## src/rtl/pipeline_id_queue.sv

```systemverilog
// ============================================================================
// Module   : pipeline_id_queue
// Brief    : Elastic IF/ID instruction queue with load-use hold and bubble count
// Revision : 1.0 - initial release
// ============================================================================
`default_nettype none

module pipeline_id_queue #(
   parameter int XLEN  = 64,
   parameter int ILEN  = 32,
   parameter int DEPTH = 4,
   parameter int CNT_W = 16
) (
   input  logic                         clk,
   input  logic                         reset,
   input  logic                         flush,
   input  logic                         in_valid,
   output logic                         in_ready,
   input  logic [ILEN-1:0]              instruction_IF,
   input  logic [XLEN-1:0]              pc_IF,
   output logic                         out_valid,
   input  logic                         out_ready,
   output logic [ILEN-1:0]              instruction_ID,
   output logic [XLEN-1:0]              pc_ID,
   output logic [4:0]                   rd_ID,
   output logic [4:0]                   addr_reg_read_1,
   output logic [4:0]                   addr_reg_read_2,
   input  logic                         ex_load_valid,
   input  logic [4:0]                   ex_load_rd,
   output logic [$clog2(DEPTH+1)-1:0]   count,
   output logic [CNT_W-1:0]             bubble_cnt
);

   localparam int PW = $clog2(DEPTH);
   localparam int CW = $clog2(DEPTH+1);
   localparam logic [CW-1:0]   c_full_count = CW'(DEPTH);
   localparam logic [ILEN-1:0] c_nop        = ILEN'(32'h0000_0013);
   localparam logic [CNT_W-1:0] c_cnt_max   = {CNT_W{1'b1}};

   logic [ILEN-1:0] r_instr_mem [DEPTH];
   logic [XLEN-1:0] r_pc_mem    [DEPTH];
   logic [PW-1:0]   r_rd_ptr;
   logic [PW-1:0]   r_wr_ptr;
   logic [CW-1:0]   r_count;
   logic [CNT_W-1:0] r_bubble;

   logic            w_empty;
   logic            w_full;
   logic            w_push;
   logic            w_pop;
   logic            w_hazard;
   logic [ILEN-1:0] w_head_instr;
   logic [4:0]      w_rs1;
   logic [4:0]      w_rs2;

   assign w_empty = (r_count == '0);
   assign w_full  = (r_count == c_full_count);

   // Readiness ignores out_ready: a full queue never accepts, even while popping.
   assign in_ready  = !w_full && !flush;
   assign w_push    = in_valid && in_ready;
   assign w_pop     = out_valid && out_ready;

   assign w_head_instr = w_empty ? c_nop : r_instr_mem[r_rd_ptr];
   assign w_rs1        = w_empty ? 5'd0 : w_head_instr[19:15];
   assign w_rs2        = w_empty ? 5'd0 : w_head_instr[24:20];

   assign w_hazard = ex_load_valid && (ex_load_rd != 5'd0) &&
                     ((ex_load_rd == w_rs1) || (ex_load_rd == w_rs2));

   assign out_valid       = !w_empty && !w_hazard && !flush;
   assign instruction_ID  = w_head_instr;
   assign pc_ID           = w_empty ? '0 : r_pc_mem[r_rd_ptr];
   assign rd_ID           = w_empty ? 5'd0 : w_head_instr[11:7];
   assign addr_reg_read_1 = w_rs1;
   assign addr_reg_read_2 = w_rs2;
   assign count           = r_count;
   assign bubble_cnt      = r_bubble;

   // Payload storage is deliberately left unreset; only control state is cleared.
   always_ff @(posedge clk) begin
      if (w_push) begin
         r_instr_mem[r_wr_ptr] <= instruction_IF;
         r_pc_mem[r_wr_ptr]    <= pc_IF;
      end
   end

   always_ff @(posedge clk or posedge reset) begin
      if (reset) begin
         r_rd_ptr <= '0;
         r_wr_ptr <= '0;
         r_count  <= '0;
      end else if (flush) begin
         r_rd_ptr <= '0;
         r_wr_ptr <= '0;
         r_count  <= '0;
      end else begin
         if (w_push) begin
            r_wr_ptr <= r_wr_ptr + 1'b1;
         end
         if (w_pop) begin
            r_rd_ptr <= r_rd_ptr + 1'b1;
         end
         case ({w_push, w_pop})
            2'b10:   r_count <= r_count + 1'b1;
            2'b01:   r_count <= r_count - 1'b1;
            default: r_count <= r_count;
         endcase
      end
   end

   // Bubble counter survives flush so stall statistics span redirects.
   always_ff @(posedge clk or posedge reset) begin
      if (reset) begin
         r_bubble <= '0;
      end else if (!w_empty && w_hazard && !flush && (r_bubble != c_cnt_max)) begin
         r_bubble <= r_bubble + 1'b1;
      end
   end

endmodule

`default_nettype wire

```

## config.mk

```make
export PLATFORM = sky130hd
export DESIGN_NAME = pipeline_id_queue
export DESIGN_NICKNAME = d
export VERILOG_FILES = /design/src/rtl/pipeline_id_queue.sv
export SDC_FILE = /design/constraint.sdc
export NUM_CORES = 1
export LEC_CHECK = 0
export ABC_AREA = 1
export BUFFER_PORTS_ARGS = -buffer_cell sky130_fd_sc_hd__buf_2
export CAP_MARGIN = 20
export CORE_ASPECT_RATIO = 0.7
export CORE_MARGIN = 3
export CORE_UTILIZATION = 61
export DETAILED_ROUTE_END_ITERATION = 12
export PLACE_DENSITY_LB_ADDON = 0.1
export SKIP_LAST_GASP = 1
export SLEW_MARGIN = 10
export SYNTH_ARGS = -nofsm -noshare
export SYNTH_HDL_FRONTEND = slang
export SYNTH_SLANG_ARGS = --single-unit
```

## constraint.sdc

```tcl
create_clock -name clk -period 8.1 [get_ports clk]
set_input_delay 2.43 -clock clk [delete_from_list [all_inputs] [get_ports clk]]
set_output_delay 2.43 -clock clk [all_outputs]
set_load 0.01 [all_outputs]
```

==> results of run 1 <==
per-layer routing:
| metal | wire length, µm | up-vias | part of all wire (%) |
|---|---|---|---|
| li1 | - | 5210 | - |
| met3 | 2630 | 55 | 7.3 |
| met5 | 74 | - | 0.21 |
| met4 | 588 | 12 | 1.6 |
| met2 | 16800 | 374 | 47 |
| met1 | 16000 | 5247 | 44 |
power by group:
part / internal, W / leakage, nW / total, W / switching [W]
Clock: 0.000996 / 0.591 / 0.00171 / 0.000715
Combinational: 0.000454 / 3.03 / 0.00141 / 0.000960
Sequential: 0.00246 / 3.77 / 0.00253 / 0.0000715
per-stage QoR:
step                      setup WS, ps  total power, W  utilization, %  hold WS [ps]  cells
final                             1750         0.00565            73.1           541   1979
after global routing              1580         0.00594            73.1           576   1978
after CTS                         1830         0.00568            73.0           540   1976
after detailed placement          2270         0.00398            68.4           531   1911
after global placement            2310         0.00397            68.4           526   1911
after floorplan                    609         0.00346               -           515   1391
cells by family after synthesis:
logic type | after synthesis | synth area share, %
simple gates | 529 | 12.7
flops | 407 | 73.4
fa+ha+maj | 6 | 0.501
compound gates | 273 | 8.40
buf+inv | 160 | 4.16
xor+xnor | 16 | 0.849
synth_stat cells, drive strengths merged (3+ instances only):
master	n
edfxtp	384
nor2	368
o21ai	181
nand2	112
a21oi	87
inv	70
buf	47
clkbuf	43
nand3	32
dfrtp	23
xor2	11
nor3	7
nand4	6
ha	5
xnor2	5
nor4	3
o311ai	3
worst register-to-register path, delay by kind of cell, from the launching register on:
kind                     cells  cell delay, ps
AO/OA/AOI/OAI                1             120
XOR/XNOR                     1             180
adder cells (fa/ha/maj)      1             380
buffers and inverters        3            1050
flip-flops                   1             800
AND/OR/NAND/NOR             14            1480
cell type report:
cell class,count,area [µm²],area share (%)
flip-flops and latches,407,12100,63.4
multi-input cells,824,3740,19.6
repair buffers,254,1330,6.97
clock buffers,48,1070,5.62
well taps,357,447,2.34
inverters,70,267,1.40
clock inverters,17,124,0.649
diodes,2,5.00,0.0262
state kept, by name (all words and copies together), names as in the netlist:
name and flops:
r_pc_mem 256, r_instr_mem 128, bubble_cnt 16, count 3
r_rd_ptr 2, r_wr_ptr 2
worst max path at each step:
stage                                        to  slack (ps)  cells past startpoint
floorplan           r_instr_mem[0][0]$_DFFE_PP_         610                      3
global placement                      out_valid        2310                      9
detailed placement                    out_valid        2270                      9
CTS                           instruction_ID[1]        1830                      5
global route                  instruction_ID[1]        1580                      5
finish                        instruction_ID[1]        1750                      5
==> run_results.csv, run 1 <==
group,metric,value,unit
run_status,run_status,"completed",
floorplanning,floorplan.die.height,144,µm
setup_path,path_buf_inv,3,
sta,finClkSkew,14.3,ps
hold_path,hold-path-cell-count,1,
setup_path,critical-path-top-cell-by-count,"sky130_fd_sc_hd__buf_4",
synth,share_of_flip_flops_with_an_asynchronous_set_or_reset_after_synthesis,5.65,%
global_routing,grtUsageMet1,34.7,%
setup_path,critical_path.startpoint_type,"flip-flop",
floorplanning,initial_utilization,63.2,%
sta,final.setup.tns,0,ps
global_routing,use_met2,38.9,%
synth,netlist.top_cell.by_area,"sky130_fd_sc_hd__edfxtp_1",
setup_path,critical_path_required,5670,ps
power_and_ir_drop,irDropWorstVdd,0.000218,V
global_routing,global_route.overflow_total,0,
sta,worstMarginPinSlew,983,ps
detailed_routing,antenna_violating_nets_remaining,0,
setup_path,reg2reg_from,"r_rd_ptr[1]$_DFFE_PP0P_",
global_routing,grt_util_all_layers,24.3,%
setup_path,cells_along_the_critical_path,"buf_4, buf_4, nor2_1, o311ai_0, buf_2",
floorplanning,placeableCoreArea,0.0261,mm²
setup_path,cp_data_arrival_time,3920,ps
setup_path,end_kind,"primary output",
synth,syn-num-nets,1504,
sta,timing.slew.headroom,34.4,%
sta,endpoints_failing_hold,0,
synth,synthesis.area_per_instance,11.9,µm²
finish,design_area,0.0191,mm²
clocking,postCtsSetupRepairBufs,0,
global_routing,largest_net_degree_at_the_start_of_global_routing,125,
synth,ys_seq_elements,407,
synth,synth_enable_flop_cells,384,
clocking,post_cts_resized,0,
synth,synth_largest_type_area_fraction,69.9,%
floorplanning,die_area,0.0291,mm²
clocking,cts.path.max_buffers,3,
setup_path,reg2reg_to,"count[2]$_DFFE_PP0P_",
clocking,clock_latency,520,ps
clocking,ctsRootBufferMaster,"sky130_fd_sc_hd__clkbuf_16",
setup_path,cp_top_family,"buffers and inverters",
sta,setup_viol,0,
setup_path,critical_path.startpoint,"r_rd_ptr[0]$_DFFE_PP0P_",
finish,area_overhead_of_the_layout_relative_to_synthesis,15.7,%
job,maxCapViolCount,0,
detailed_routing,drt_iter0_drc,910,
detailed_routing,vias_per_cell,5.51,
finish,final_common_cell,"sky130_fd_sc_hd__edfxtp_1",
floorplanning,die_w,203,µm
hold_path,min_delay_worst_endpoint,"bubble_cnt[12]$_DFFE_PP0P_",
clocking,tritoncts,"yes",
place,gp_routability_congestion,0.867,
clocking,clock_sinks,407,
setup_path,critical_path.max_stage_delay,880,ps
clocking,cts-buffers-inserted,39,
power_and_ir_drop,power.static_leakage,7.39,nW
clocking,postCtsHoldBufs,0,
hold_path,holdCritStartpoint,"bubble_cnt[12]$_DFFE_PP0P_",
clocking,worst_setup_hold_path_clk_slew,60,ps
setup_path,rr_worst_depth,20,
detailed_routing,remaining_drc_errors,0,
place,buffer_ports.inserted,238,
synth,syn-instance-count,1391,
sta,rsz0062_at_grt,"no",
finish,layout-drive-gt1-share,19.8,%
global_routing,antenna_violations_before_repair,7,
detailed_routing,wirelength,36.1,mm
hold_path,worstHoldPathType,"flip-flop to flip-flop",
setup_path,setup.reg_to_reg.worst_slack,3980,ps
finish,fill_cells,1832,
place,hpwl,20.9,mm
sta,layout_worst_path_cycle_share,78.4,%
global_routing,grt_busiest_layer,"met2",
place,place_area,0.0179,mm²
synth,synth.cell_area,0.0165,mm²
detailed_routing,dr_total_vias,10900,
setup_path,critPathKind,"flip-flop to primary output",
finish,layout_common_cells,"sky130_fd_sc_hd__edfxtp_1, sky130_fd_sc_hd__nor2_1, sky130_fd_sc_hd__buf_2",
global_routing,first_global_vias,10400,
floorplanning,num_rows,49,
sta,finalWorstPathRequiredPeriod,6350,ps
sta,fmax,0.158,GHz
power_and_ir_drop,power_density,296,mW/mm²
synth,synth_area_leaders,"sky130_fd_sc_hd__edfxtp_1, sky130_fd_sc_hd__nor2_1, sky130_fd_sc_hd__o21ai_0, sky130_fd_sc_hd__dfrtp_1, sky130_fd_sc_hd__a21oi_1",
synth,synth_cell_type_count,31,
global_routing,first_pass_grt_wire_length,55.5,mm
detailed_routing,firstDrtPassIters,5,
finish,finalNetCount,1709,
detailed_routing,post_detailed_route_wirelength_per_cell,18.2,µm
clocking,htree_num_levels,2,
synth,synth_warnings,0,
floorplanning,io_pins,239,
sta,slew_violations,0,
setup_path,crit_path_top_delay_cell,"sky130_fd_sc_hd__buf_4",
setup_path,critPathMaxFanout,90,
global_routing,groute.layer.met3.usage,5.03,%
synth,seq_area_frac_synth,73.4,%
synth,ys.flop_type,"sky130_fd_sc_hd__edfxtp_1",
Power figures use the tool's default switching activity.
==> run 2: changes to the inputs <==
--- a/config.mk
+++ b/config.mk
@@ -10,7 +10,7 @@
 export CAP_MARGIN = 20
 export CORE_ASPECT_RATIO = 0.7
 export CORE_MARGIN = 3
-export CORE_UTILIZATION = 61
+export CORE_UTILIZATION = 57
 export DETAILED_ROUTE_END_ITERATION = 12
 export PLACE_DENSITY_LB_ADDON = 0.1
 export SKIP_LAST_GASP = 1
==> constraint.sdc (replaced) <==
create_clock -name clk -period 6.3 [get_ports clk]
set_input_delay 1.89 -clock clk [delete_from_list [all_inputs] [get_ports clk]]
set_output_delay 1.89 -clock clk [all_outputs]
set_load 0.01 [all_outputs]
==> run_results.csv, run 2 (synthesis gave the netlist of run 1 again) <==
group,metric,value,unit
sta,finClkSkew,6.38,ps
sta,setup_viol,0,
detailed_routing,remaining_drc_errors,0,
setup_path,critPathMaxFanout,52,
power_and_ir_drop,comb_power_share,25.4,%
sta,layout_worst_path_cycle_share,81.7,%
clocking,post_cts_resized,0,
global_routing,grt_util_all_layers,22.9,%
sta,slew_violations,0,
power_and_ir_drop,proportion_of_power_drawn_by_flip_flops_and_latches,44.9,%
finish,largest-register,"r_pc_mem",
job,maxCapViolCount,0,
place,hpwl,19.9,mm
detailed_routing,post_detailed_route_wirelength_per_cell,18.0,µm
floorplanning,initial_utilization,58.6,%
setup_path,critical_path.startpoint,"r_rd_ptr[1]$_DFFE_PP0P_",
floorplanning,placeableCoreArea,0.0281,mm²
clocking,cts.path.max_buffers,3,
setup_path,reg2reg_from,"r_rd_ptr[1]$_DFFE_PP0P_",
clocking,cts-buffers-inserted,38,
clocking,clock_latency,520,ps
global_routing,global_route.overflow_total,0,
setup_path,critical_path.startpoint_type,"flip-flop",
place,gp_routability_congestion,0.822,
finish,layout-drive-gt1-share,19.6,%
sta,worstMarginPinSlew,1040,ps
sta,fmax,0.194,GHz
finish,finalNetCount,1703,
power_and_ir_drop,irDropWorstVdd,0.000284,V
power_and_ir_drop,power_density,377,mW/mm²
sta,final.setup.tns,0,ps
detailed_routing,dr_total_vias,10800,
clocking,ctsRootBufferMaster,"sky130_fd_sc_hd__clkbuf_16",
setup_path,cells_along_the_critical_path,"clkinv_2, buf_4, o21ai_0, o21ai_1, nand2_1, nand2_1, nand2_1, nand3_1, nand2_2, a21oi_1, buf_2",
place,buffer_ports.inserted,238,
setup_path,setup.reg_to_reg.worst_slack,2640,ps
global_routing,first_global_vias,10200,
setup_path,path_buf_inv,3,
setup_path,critPathKind,"flip-flop to primary output",
floorplanning,io_pins,239,
global_routing,first_pass_grt_wire_length,55.9,mm
setup_path,rr_worst_depth,20,
global_routing,largest_net_degree_at_the_start_of_global_routing,195,
setup_path,critical_path.max_stage_delay,720,ps
power_and_ir_drop,p_sw,0.00225,W
detailed_routing,wirelength,35.9,mm
place,dp_cells,1921,
detailed_routing,antenna_violating_nets_remaining,0,
hold_path,worstHoldPathType,"flip-flop to flip-flop",
power_and_ir_drop,p_int,0.00497,W
sta,timing.slew.headroom,30.9,%
finish,final_common_cell,"sky130_fd_sc_hd__edfxtp_1",
setup_path,critical-path-top-cell-by-count,"sky130_fd_sc_hd__nand2_1",
power_and_ir_drop,power.clock.fraction,29.6,%
clocking,postCtsSetupRepairBufs,0,
floorplanning,die_w,209,µm
setup_path,critical_path_required,4410,ps
detailed_routing,vias_per_cell,5.41,
floorplanning,floorplan.die.height,148,µm
clocking,tritoncts,"yes",
sta,rsz0062_at_grt,"no",
setup_path,cp_data_arrival_time,3260,ps
setup_path,cp_top_family,"buffers and inverters",
sta,finalWorstPathRequiredPeriod,5150,ps
clocking,worst_setup_hold_path_clk_slew,60,ps
global_routing,antenna_violations_before_repair,7,
floorplanning,num_rows,51,
sta,endpoints_failing_hold,0,
hold_path,min_delay_worst_endpoint,"bubble_cnt[12]$_DFFE_PP0P_",
finish,fill_cells,2100,
clocking,postCtsHoldBufs,0,
hold_path,holdCritStartpoint,"bubble_cnt[12]$_DFFE_PP0P_",
power_and_ir_drop,swShare,31.1,%
clocking,htree_num_levels,2,
power_and_ir_drop,total_power,0.00722,W
setup_path,reg2reg_to,"count[2]$_DFFE_PP0P_",
detailed_routing,drt_iter0_drc,859,
finish,flip_flop_count_of_the_largest_register_all_copies_and_words_added,256,
clocking,clock_sinks,407,
finish,layout_common_cells,"sky130_fd_sc_hd__edfxtp_1, sky130_fd_sc_hd__nor2_1, sky130_fd_sc_hd__buf_2",
setup_path,crit_path_top_delay_cell,"sky130_fd_sc_hd__dfrtp_4",
hold_path,hold-path-cell-count,1,
setup_path,end_kind,"primary output",
detailed_routing,firstDrtPassIters,5,
run_status,run_status,"completed",
power_and_ir_drop,power.static_leakage,7.37,nW
finish,area_overhead_of_the_layout_relative_to_synthesis,15.9,%
finish,fin_cells,1995,
floorplanning,die_area,0.0311,mm²
-- run 2: cell count changes in the layout (fill, tap and decap cells not counted), moves of 2 or more --
cell                        previous run  this run
sky130_fd_sc_hd__buf_12                0         7
sky130_fd_sc_hd__buf_4                15         4
sky130_fd_sc_hd__bufinv_16             2         0
sky130_fd_sc_hd__clkbuf_8              2         4
sky130_fd_sc_hd__diode_2               2         9
-- run 2: through the flow --
stage / area [µm²] / utilization, % / hold slack (ps) / worst slack [ps]
after floorplan: 16500 / - / 515 / -651
after global placement: 17900 / 63.8 / 537 / 1590
after detailed placement: 17900 / 63.8 / 536 / 1550
after CTS: 19100 / 67.9 / 546 / 1120
after global routing: 19100 / 68.0 / 569 / 880
final: 19100 / 68.0 / 546 / 1150
-- run 2: area by class of cell --
| type | instances | area, µm² | share of cell area, % |
|---|---|---|---|
| multi-input cells | 824 | 3740 | 19.5 |
| flip-flops and latches | 407 | 12100 | 63.3 |
| inverters | 70 | 267 | 1.39 |
| well taps | 371 | 464 | 2.43 |
| repair buffers | 249 | 1360 | 7.12 |
| clock buffers | 51 | 1100 | 5.77 |
| clock inverters | 14 | 60.1 | 0.314 |
| diodes | 9 | 22.5 | 0.118 |
-- run 2: how the worst max path moves through the flow --
| stage | end | slack [ps] | cells past startpoint |
|---|---|---|---|
| after global routing | out_valid | 880 | 11 |
| after CTS | out_valid | 1120 | 11 |
| final | out_valid | 1150 | 11 |
| after global placement | out_valid | 1590 | 9 |
| after detailed placement | out_valid | 1550 | 9 |
| after floorplan | r_instr_mem[0][0]$_DFFE_PP_ | -650 | 3 |
-- run 2: power by group through the flow --
stage               Combinational [W]  Sequential [W]  Clock, W
floorplan                     0.00115         0.00330         0
global placement              0.00184         0.00329         0
detailed placement            0.00185         0.00330         0
CTS                           0.00186         0.00324   0.00219
global route                  0.00204         0.00326   0.00230
finish                        0.00184         0.00324   0.00214
-- run 2: routing by layer --
metal | routed length, µm | vias to the layer above | GRT usage [%] | share of wire, %
li1 | - | 5203 | - | -
met1 | 15900 | 5199 | 32.6 | 44
met2 | 16600 | 317 | 36.2 | 46
met3 | 2680 | 59 | 5.40 | 7.5
met4 | 625 | 8 | 5.82 | 1.7
met5 | 44 | - | 0 | 0.12
